<file path="src/rtl/ttt_processor_bank.sv">
// Per-processor saturating good/bad token counters with a fire-event FIFO of processor ids.
// Define TTT_PROC_BANK_STATUS_EN to add combinational counter read-back ports.
module ttt_processor_bank #(
   parameter int NUM_PROCESSORS = 10,
   parameter int NEW_TOKEN_BITS = 4,
   parameter int TOKEN_BITS     = 8,
   parameter int FIFO_DEPTH     = 4
) (
   input  logic                              clk,
   input  logic                              reset,
   input  logic                              token_valid,
   input  logic [$clog2(NUM_PROCESSORS)-1:0] target_id,
   input  logic [NEW_TOKEN_BITS-1:0]         new_good_tokens,
   input  logic [NEW_TOKEN_BITS-1:0]         new_bad_tokens,
   input  logic                              prog_write,
   input  logic [$clog2(NUM_PROCESSORS)-1:0] prog_id,
   input  logic                              prog_sel,
   input  logic [TOKEN_BITS-1:0]             prog_value,
   output logic                              out_valid,
   output logic [$clog2(NUM_PROCESSORS)-1:0] out_processor_id,
   input  logic                              out_ready,
   output logic [$clog2(FIFO_DEPTH):0]       fifo_count,
   output logic                              overflow
`ifdef TTT_PROC_BANK_STATUS_EN
   ,
   input  logic [$clog2(NUM_PROCESSORS)-1:0] status_id,
   output logic [TOKEN_BITS-1:0]             status_good,
   output logic [TOKEN_BITS-1:0]             status_bad
`endif
);

   localparam int ID_W  = $clog2(NUM_PROCESSORS);
   localparam int PTR_W = $clog2(FIFO_DEPTH);
   localparam int CNT_W = PTR_W + 1;
   localparam int SW    = TOKEN_BITS + 2;
   localparam logic [ID_W-1:0] LAST_ID = ID_W'(NUM_PROCESSORS - 1);

   logic [TOKEN_BITS-1:0] good_cnt [NUM_PROCESSORS];
   logic [TOKEN_BITS-1:0] bad_cnt  [NUM_PROCESSORS];
   logic [TOKEN_BITS-1:0] good_thr [NUM_PROCESSORS];
   logic [TOKEN_BITS-1:0] bad_thr  [NUM_PROCESSORS];

   logic [ID_W-1:0]  mem [FIFO_DEPTH];
   logic [PTR_W-1:0] rd_ptr, wr_ptr;
   logic [CNT_W-1:0] count;
   logic [ID_W-1:0]  head;

   logic prog_en, upd_en, fire, pop, full, push, drop;
   logic [TOKEN_BITS-1:0] good_next, bad_next;

   // Add a signed increment in a two-bit-wider signed domain, then clamp to [0, max].
   function automatic logic [TOKEN_BITS-1:0] sat_add(input logic [TOKEN_BITS-1:0] cur,
                                                     input logic [NEW_TOKEN_BITS-1:0] inc);
      logic signed [SW-1:0] sum;
      sum = $signed({2'b00, cur}) + SW'($signed(inc));
      if (sum[SW-1])      return '0;
      else if (sum[SW-2]) return '1;
      else                return sum[TOKEN_BITS-1:0];
   endfunction

   always_comb begin
      prog_en   = prog_write && (prog_id <= LAST_ID);
      upd_en    = token_valid && (target_id <= LAST_ID) && !(prog_en && (prog_id == target_id));
      good_next = sat_add(good_cnt[target_id], new_good_tokens);
      bad_next  = sat_add(bad_cnt[target_id], new_bad_tokens);
      fire      = upd_en && (good_next >= good_thr[target_id]) && (bad_next < bad_thr[target_id]);
      pop       = (count != '0) && out_ready;
      full      = (count == CNT_W'(FIFO_DEPTH));
      push      = fire && (!full || pop);
      drop      = fire && full && !pop;
   end

   always_ff @(posedge clk) begin
      if (reset) begin
         for (int unsigned i = 0; i < NUM_PROCESSORS; i++) begin
            good_cnt[i] <= '0;
            bad_cnt[i]  <= '0;
            good_thr[i] <= TOKEN_BITS'(1);
            bad_thr[i]  <= '1;
         end
         rd_ptr   <= '0;
         wr_ptr   <= '0;
         count    <= '0;
         head     <= '0;
         overflow <= 1'b0;
      end else begin
         if (upd_en) begin
            good_cnt[target_id] <= fire ? '0 : good_next;
            bad_cnt[target_id]  <= fire ? '0 : bad_next;
         end
         if (prog_en) begin
            if (prog_sel) bad_thr[prog_id]  <= prog_value;
            else          good_thr[prog_id] <= prog_value;
            good_cnt[prog_id] <= '0;
            bad_cnt[prog_id]  <= '0;
         end
         if (push) wr_ptr <= wr_ptr + 1'b1;
         if (pop)  rd_ptr <= rd_ptr + 1'b1;
         count <= count + CNT_W'(push) - CNT_W'(pop);
         // Registered head: load the pushed id when it lands in an emptied FIFO,
         // advance on pop while entries remain, otherwise hold the last value.
         if (push && (count == CNT_W'(pop)))
            head <= target_id;
         else if (pop && (count > CNT_W'(1)))
            head <= mem[PTR_W'(rd_ptr + 1'b1)];
         if (drop) overflow <= 1'b1;
      end
   end

   always_ff @(posedge clk) begin
      if (push) mem[wr_ptr] <= target_id;
   end

   assign out_valid        = (count != '0);
   assign out_processor_id = head;
   assign fifo_count       = count;

`ifdef TTT_PROC_BANK_STATUS_EN
   assign status_good = (status_id <= LAST_ID) ? good_cnt[status_id] : '0;
   assign status_bad  = (status_id <= LAST_ID) ? bad_cnt[status_id]  : '0;
`endif

endmodule
</file>
<file path="config.mk">
export PLATFORM = sky130hd
export DESIGN_NAME = ttt_processor_bank
export DESIGN_NICKNAME = d
export VERILOG_FILES = /design/src/rtl/ttt_processor_bank.sv
export SDC_FILE = /design/constraint.sdc
export NUM_CORES = 1
export LEC_CHECK = 0
export CAP_MARGIN = 20
export CORE_MARGIN = 10
export CORE_UTILIZATION = 62
export DETAILED_ROUTE_END_ITERATION = 10
export GPL_ROUTABILITY_DRIVEN = 0
export GPL_TIMING_DRIVEN = 0
export PLACE_DENSITY = 0.79
export SLEW_MARGIN = 25
export SYNTH_ARGS = -nofsm -noshare
export SYNTH_HDL_FRONTEND = slang
export SYNTH_SLANG_ARGS = --single-unit
</file>
<file path="constraint.sdc">
create_clock -name clk -period 8.8 [get_ports clk]
set_input_delay 1.32 -clock clk [delete_from_list [all_inputs] [get_ports clk]]
set_output_delay 1.32 -clock clk [all_outputs]
set_load 0.02 [all_outputs]
</file>
# Yosys cells after proc, flatten, opt, wreduce, memory -nomap -nowiden
# Memories as Yosys holds them, arrays and structs flattened.
# Index checks and enable logic that the tools add are counted.
dict set report totals {
  regBits 12
  latch_bits 0
  mem_bits_rw 336
  romBits 0
  in_bits 30
  out_inout_bits 9
  wordCells 92
  memories 5
}
# memory depth word_bits read_ports rd_clocked_by_memory_dff write_ports line_no
set memory_table {}
lappend memory_table {bad_cnt 10 8 1 0 10 39} ;# logic [TOKEN_BITS-1:0] bad_cnt [NUM_PROCESSORS];
lappend memory_table {bad_thr 10 8 1 0 10 41} ;# logic [TOKEN_BITS-1:0] bad_thr [NUM_PROCESSORS];
lappend memory_table {good_cnt 10 8 1 0 10 38} ;# logic [TOKEN_BITS-1:0] good_cnt [NUM_PROCESSORS];
lappend memory_table {good_thr 10 8 1 0 10 40} ;# logic [TOKEN_BITS-1:0] good_thr [NUM_PROCESSORS];
lappend memory_table {mem 4 4 1 0 1 43} ;# logic [ID_W-1:0] mem [FIFO_DEPTH];
dict set report op_classes {
  n_addsub 6
  mul 0
  div 0
  n_lt_le_gt_ge 5
  n_eq_ne 3
  shifts 0
  mux 44
  bitwise_logic 0
  reduce_logical 24
}
# cell count
set ops {}
lappend ops {{$mux 8} 12}
lappend ops {{$reduce_or 8->1} 6}
lappend ops {{$mux 4} 8}
lappend ops {{$mux 1} 24}
lappend ops {{$add 9x4->10} 2}
lappend ops {{$logic_and 1x1->1} 12}
lappend ops {{$ge 8x8->1} 1}
lappend ops {{$le 4x4->1 const B} 2}
lappend ops {{$lt 8x8->1} 1}
lappend ops {{$add 2x1->2 const B} 2}
lappend ops {{$eq 4x4->1} 1}
lappend ops {{$add 3x1->3} 1}
lappend ops {{$eq 3x1->1} 1}
lappend ops {{$eq 3x3->1 const B} 1}
lappend ops {{$gt 3x1->1 const B} 1}
lappend ops {{$logic_not 1->1} 3}
lappend ops {{$reduce_bool 3->1} 1}
lappend ops {{$sub 3x1->3} 1}
lappend ops {{$reduce_bool 2->1} 1}
lappend ops {{$logic_or 1x1->1} 1}

# Depth between registers and ports, before layout
dict set report logic_depth {
  word_depth 10
  depth_mapped 30
  ltp_nobuf 26
}

# Least setup slack after synthesis
# No wires, ideal clock.
dict set report synth_timing {
  path_type {input to register}
  from {input port target_id[0]}
  to {register count[2], in the netlist fifo_count[2]}
  setup_ns 0.125
  t_arrival_ns 7.897
  required_ns 8.675
  setup_slack_ns 0.778
  stages 28
  path_buffers 4
  path_cell_list {buf_2 -> clkbuf_1 -> buf_2 -> buf_2 -> mux4_2 -> mux4_2 -> ha_1 -> fa_1 -> a21o_2 -> a221oi_2 -> o2bb2ai_1 -> xnor2_1 -> o21ai_0 -> inv_1 -> ha_1 -> nand4_1 -> a211o_1 -> or4_4 -> o211ai_1 -> nor2_1 -> inv_1 -> ha_1 -> inv_1 -> ha_1 -> inv_1 -> fa_1 -> xnor2_1 -> nor2_1}
}
dict set report synth_between {
  elab_chain_cells 10
  elab_cells_between_ends 23
  cone_classes {add/sub: 4; order compare: 3; eq/ne: 1; mux: 4; reduce/logical: 7; memory: 4}
}
# item line_no
set synth_lines {}
lappend synth_lines {{start: declaration} 12} ;# input logic [$clog2(NUM_PROCESSORS)-1:0] target_id,
lappend synth_lines {{$mem_v2 10x8} --}
lappend synth_lines {{$add 9x4->10} 55} ;# sum = $signed({2'b00, cur}) + SW'($signed(inc));
lappend synth_lines {{$mux 8} 57} ;# else if (sum[SW-2]) return '1;
lappend synth_lines {{$mux 8} 56} ;# if (sum[SW-1]) return '0;
lappend synth_lines {{$ge 8x8->1} 66} ;# fire = upd_en && (good_next >= good_thr[target_id]) && (bad_next < bad_thr[target_id]);
lappend synth_lines {{$logic_and 1x1->1} 66}
lappend synth_lines {{$logic_and 1x1->1 (*)} 66}
lappend synth_lines {{$logic_and 1x1->1 (*)} 69} ;# push = fire && (!full || pop);
lappend synth_lines {{$add 3x1->3 (*)} 99} ;# count <= count + CNT_W'(push) - CNT_W'(pop);
lappend synth_lines {{$sub 3x1->3 (*)} 99}
lappend synth_lines {{end signal: assignment} 99}
lappend synth_lines {{end: declaration} 45} ;# logic [CNT_W-1:0] count;
# Mark *: on every way between the ends. The rest lies on a longest branch, timed or not.
# A chain may end at the register's enable or synchronous reset.

# Final worst setup path
# Ends and elaborated chain as after synthesis.

==> flow_metrics.tcl <==
set metrics [dict create \
    status "finished clean" \
    fp.dieArea_mm2 0.0456 \
    yosys-top-cells-area "edfxtp_1 35%, dfxtp_1 23%, mux4_2 16%" \
    synth.most_common_cell "edfxtp_1" \
    relSlewSlack_pct 28.9 \
    intPower_mw 4.44 \
    drc 0 \
    drt-total-wl_um 61100 \
    p_comb_share_pct 10.1 \
    worstSetupStartpointType "input pin" \
    drt-pass1-iter-count 6 \
    grt_first_pass_wirelength_um 92600 \
    dieHeight_um 213 \
    min_period_ns 8.41 \
    endpoint_kind "flop" \
    synth_edf_count 272 \
    portBuffers 35 \
    netlist_instances 1651 \
    power_frac_clock_pct 42.4 \
    fillers 2328 \
    required_ns 9.25 \
    fmax_mhz 119 \
    antenna_found_initial 0 \
    power_frac_seq_pct 47.5 \
    die_x_um 213 \
    syn2layout_area_growth_pct 14.8 \
    grt_pass1_vias 15500 \
    clockBufferDepth 3 \
    worst_pin_slew_ns 1.06 \
    finClkSkew_ns 0.0276 \
    drive_gt1_share_pct 20.8 \
    grt_util_all_layers_pct 27.3 \
    io_pins 39 \
    hold_viol 0 \
    ant_nets 0 \
    initial_utilization_pct 63.1 \
    clk_latency_ns 0.61 \
    ys_seq_area_share_pct 58.3 \
    core_area_mm2 0.0368 \
    finalSetupViolCount 0 \
    crit_arrival_ns 8.86 \
    numCtsBuffers 53 \
    antenna_cells 0 \
    wl_per_cell_um 25.9 \
    synthTopCellsByCount "272 x edfxtp_1, 268 x dfxtp_1, 160 x mux4_2" \
    drt_iter0_markers 1993 \
    p_sw_share_pct 23.9 \
    critPathKind "in2reg" \
    drv_slew 0 \
    grt_overflow 0 \
    cts.sinks 540 \
    syn_area_mm2 0.0232 \
    yosys_register_bits 540 \
    netlist.top_cell.by_area "edfxtp_1" \
    crit_fanout 17 \
    yosysTopAreaCellShare_pct 35.2 \
    yosysUniqueCellTypes 82 \
    ir_drop_mv 0.168 \
    ctsHtreeMaxLevel 2 \
    timing.final.crit_share_pct 95.5 \
    root_buffer "clkbuf_16" \
    cts_hold_buf 0 \
    async_flop_share_pct 0 \
    switching_power_mw 1.39 \
    holdWs_ns 0.422 \
    grt_setup_unrepaired "false" \
    nNetsFinal 1916 \
    final_util_pct 72.4 \
    grt_max_degree 18 \
    avgSynthCellArea_um2 14.0 \
    yosysWarnings 0 \
    power_density_mw_per_mm2 219 \
    rows 70 \
    vias 15500 \
    leakagePower_nw 9.61 \
    hpwl_um 40800 \
    vias_per_cell 6.58 \
    cap_violations 0 \
    hp-class "reg2reg" \
    yosys_most_used_dff "edfxtp_1" \
    clk_pin_slew_ns 0.06 \
    cts_tree "yes" \
]
==> power groups by stage <==
stage	registers (mW)	clock network [mW]	logic (mW)
floorplan	2.82	0	0.354
global placement	2.82	0	0.541
detailed placement	2.83	0	0.560
CTS	2.77	2.47	0.573
global route	2.78	2.57	0.625
finish	2.77	2.47	0.589
==> cells in the final DEF (no fill, tap or decap), types with 53 or more instances in the layout <==
| cell | count |
|---|---|
| edfxtp_1 | 272 |
| dfxtp_1 | 268 |
| mux4_2 | 160 |
| clkbuf_1 | 135 |
| nor2_1 | 97 |
| conb_1 | 96 |
| nand2_1 | 75 |
| a32o_1 | 72 |
| clkbuf_16 | 55 |
| a22o_1 | 54 |
| inv_1 | 53 |
==> kinds of logic after synthesis <==
logic type / share of synthesized area, %
AO/OA/AOI/OAI: 10.3
XOR/XNOR: 0.642
adder cells (fa/ha/maj): 2.47
buffers and inverters: 4.88
flip-flops: 58.3
multiplexers: 16.1
other: 0.0162
AND/OR/NAND/NOR: 7.24
==> path summary, 6_finish.rpt <==
kind                                 endpoint  cells past startpoint                        start  slack [ns]
setup / recovery     fifo_count[2]$_SDFF_PP0_                     28                 target_id[0]        0.39
hold reg to reg   bad_cnt[15][2]$_SDFFE_PP0P_                      1  bad_cnt[15][2]$_SDFFE_PP0P_        0.42
setup reg to reg     fifo_count[2]$_SDFF_PP0_                     24   bad_cnt[7][0]$_SDFFE_PP0P_        2.20
hold / removal    bad_cnt[15][2]$_SDFFE_PP0P_                      1  bad_cnt[15][2]$_SDFFE_PP0P_        0.42
==> critical path: stages <==
cell,delay [ns]
clkdlybuf4s50_1,0.53
clkbuf_4,0.28
buf_4,0.27
buf_6,0.25
mux4_2,0.54
mux4_2,0.50
ha_1,0.24
fa_1,0.43
a21o_2,0.22
a221oi_2,0.40
o2bb2ai_2,0.23
xnor2_4,0.20
o21ai_2,0.35
inv_1,0.13
ha_1,0.30
nand4_1,0.15
a211o_1,0.35
or4_4,0.55
o211ai_1,0.33
nor2_2,0.08
inv_1,0.07
ha_1,0.22
inv_1,0.06
ha_1,0.12
inv_1,0.05
fa_1,0.41
xnor2_1,0.20
nor2_1,0.05
==> cell type report <==
cell class	count	area, um^2	area share, %
timing repair buffer	42	395	1.48
sequential	540	13500	50.8
tap	468	586	2.20
inverter	61	235	0.883
multi-input combinational	945	9030	33.9
clock inverter	34	463	1.74
buffer	199	965	3.62
clock buffer	65	1420	5.35
==> per-stage QoR <==
stage | setup TNS (ns) | setup slack, ns | area (um^2) | power (mW) | cells
2_1_floorplan | 0 | 0.778 | 23600 | 3.17 | 1746
3_3_place_gp | -137.73 | -1.49 | 24500 | 3.36 | 2249
3_5_place_dp | -122.28 | -1.47 | 24500 | 3.39 | 2250
4_1_cts | 0 | 0.125 | 26500 | 5.82 | 2349
5_1_grt | 0 | 0.0687 | 26600 | 5.98 | 2354
6_report | 0 | 0.395 | 26600 | 5.83 | 2354
==> registers in the layout (all words and copies together) (netlist names), 2 cells and up <==
signal / count
good_thr: 128
fifo_count: 3
rd_ptr: 2
bad_thr: 128
out_processor_id: 4
mem: 16
wr_ptr: 2
bad_cnt: 128
good_cnt: 128
==> repair_timing <==
action | 4_1_cts | 5_1_grt
setup endpoints to repair | 179 | 2
resized for setup | 43 | 26
setup buffers | 1 | 5
pin swaps | 1 | 4
==> layer usage <==
metal / vias to the layer above / track usage [%] / share of wire (%)
li1: 6588 / - / -
met1: 7744 / 34.5 / 36
met2: 955 / 43.7 / 48
met3: 205 / 5.31 / 10
met4: 0 / 15.1 / 5.7
met5: - / 0 / 0
(Power assumes the default switching activity.)
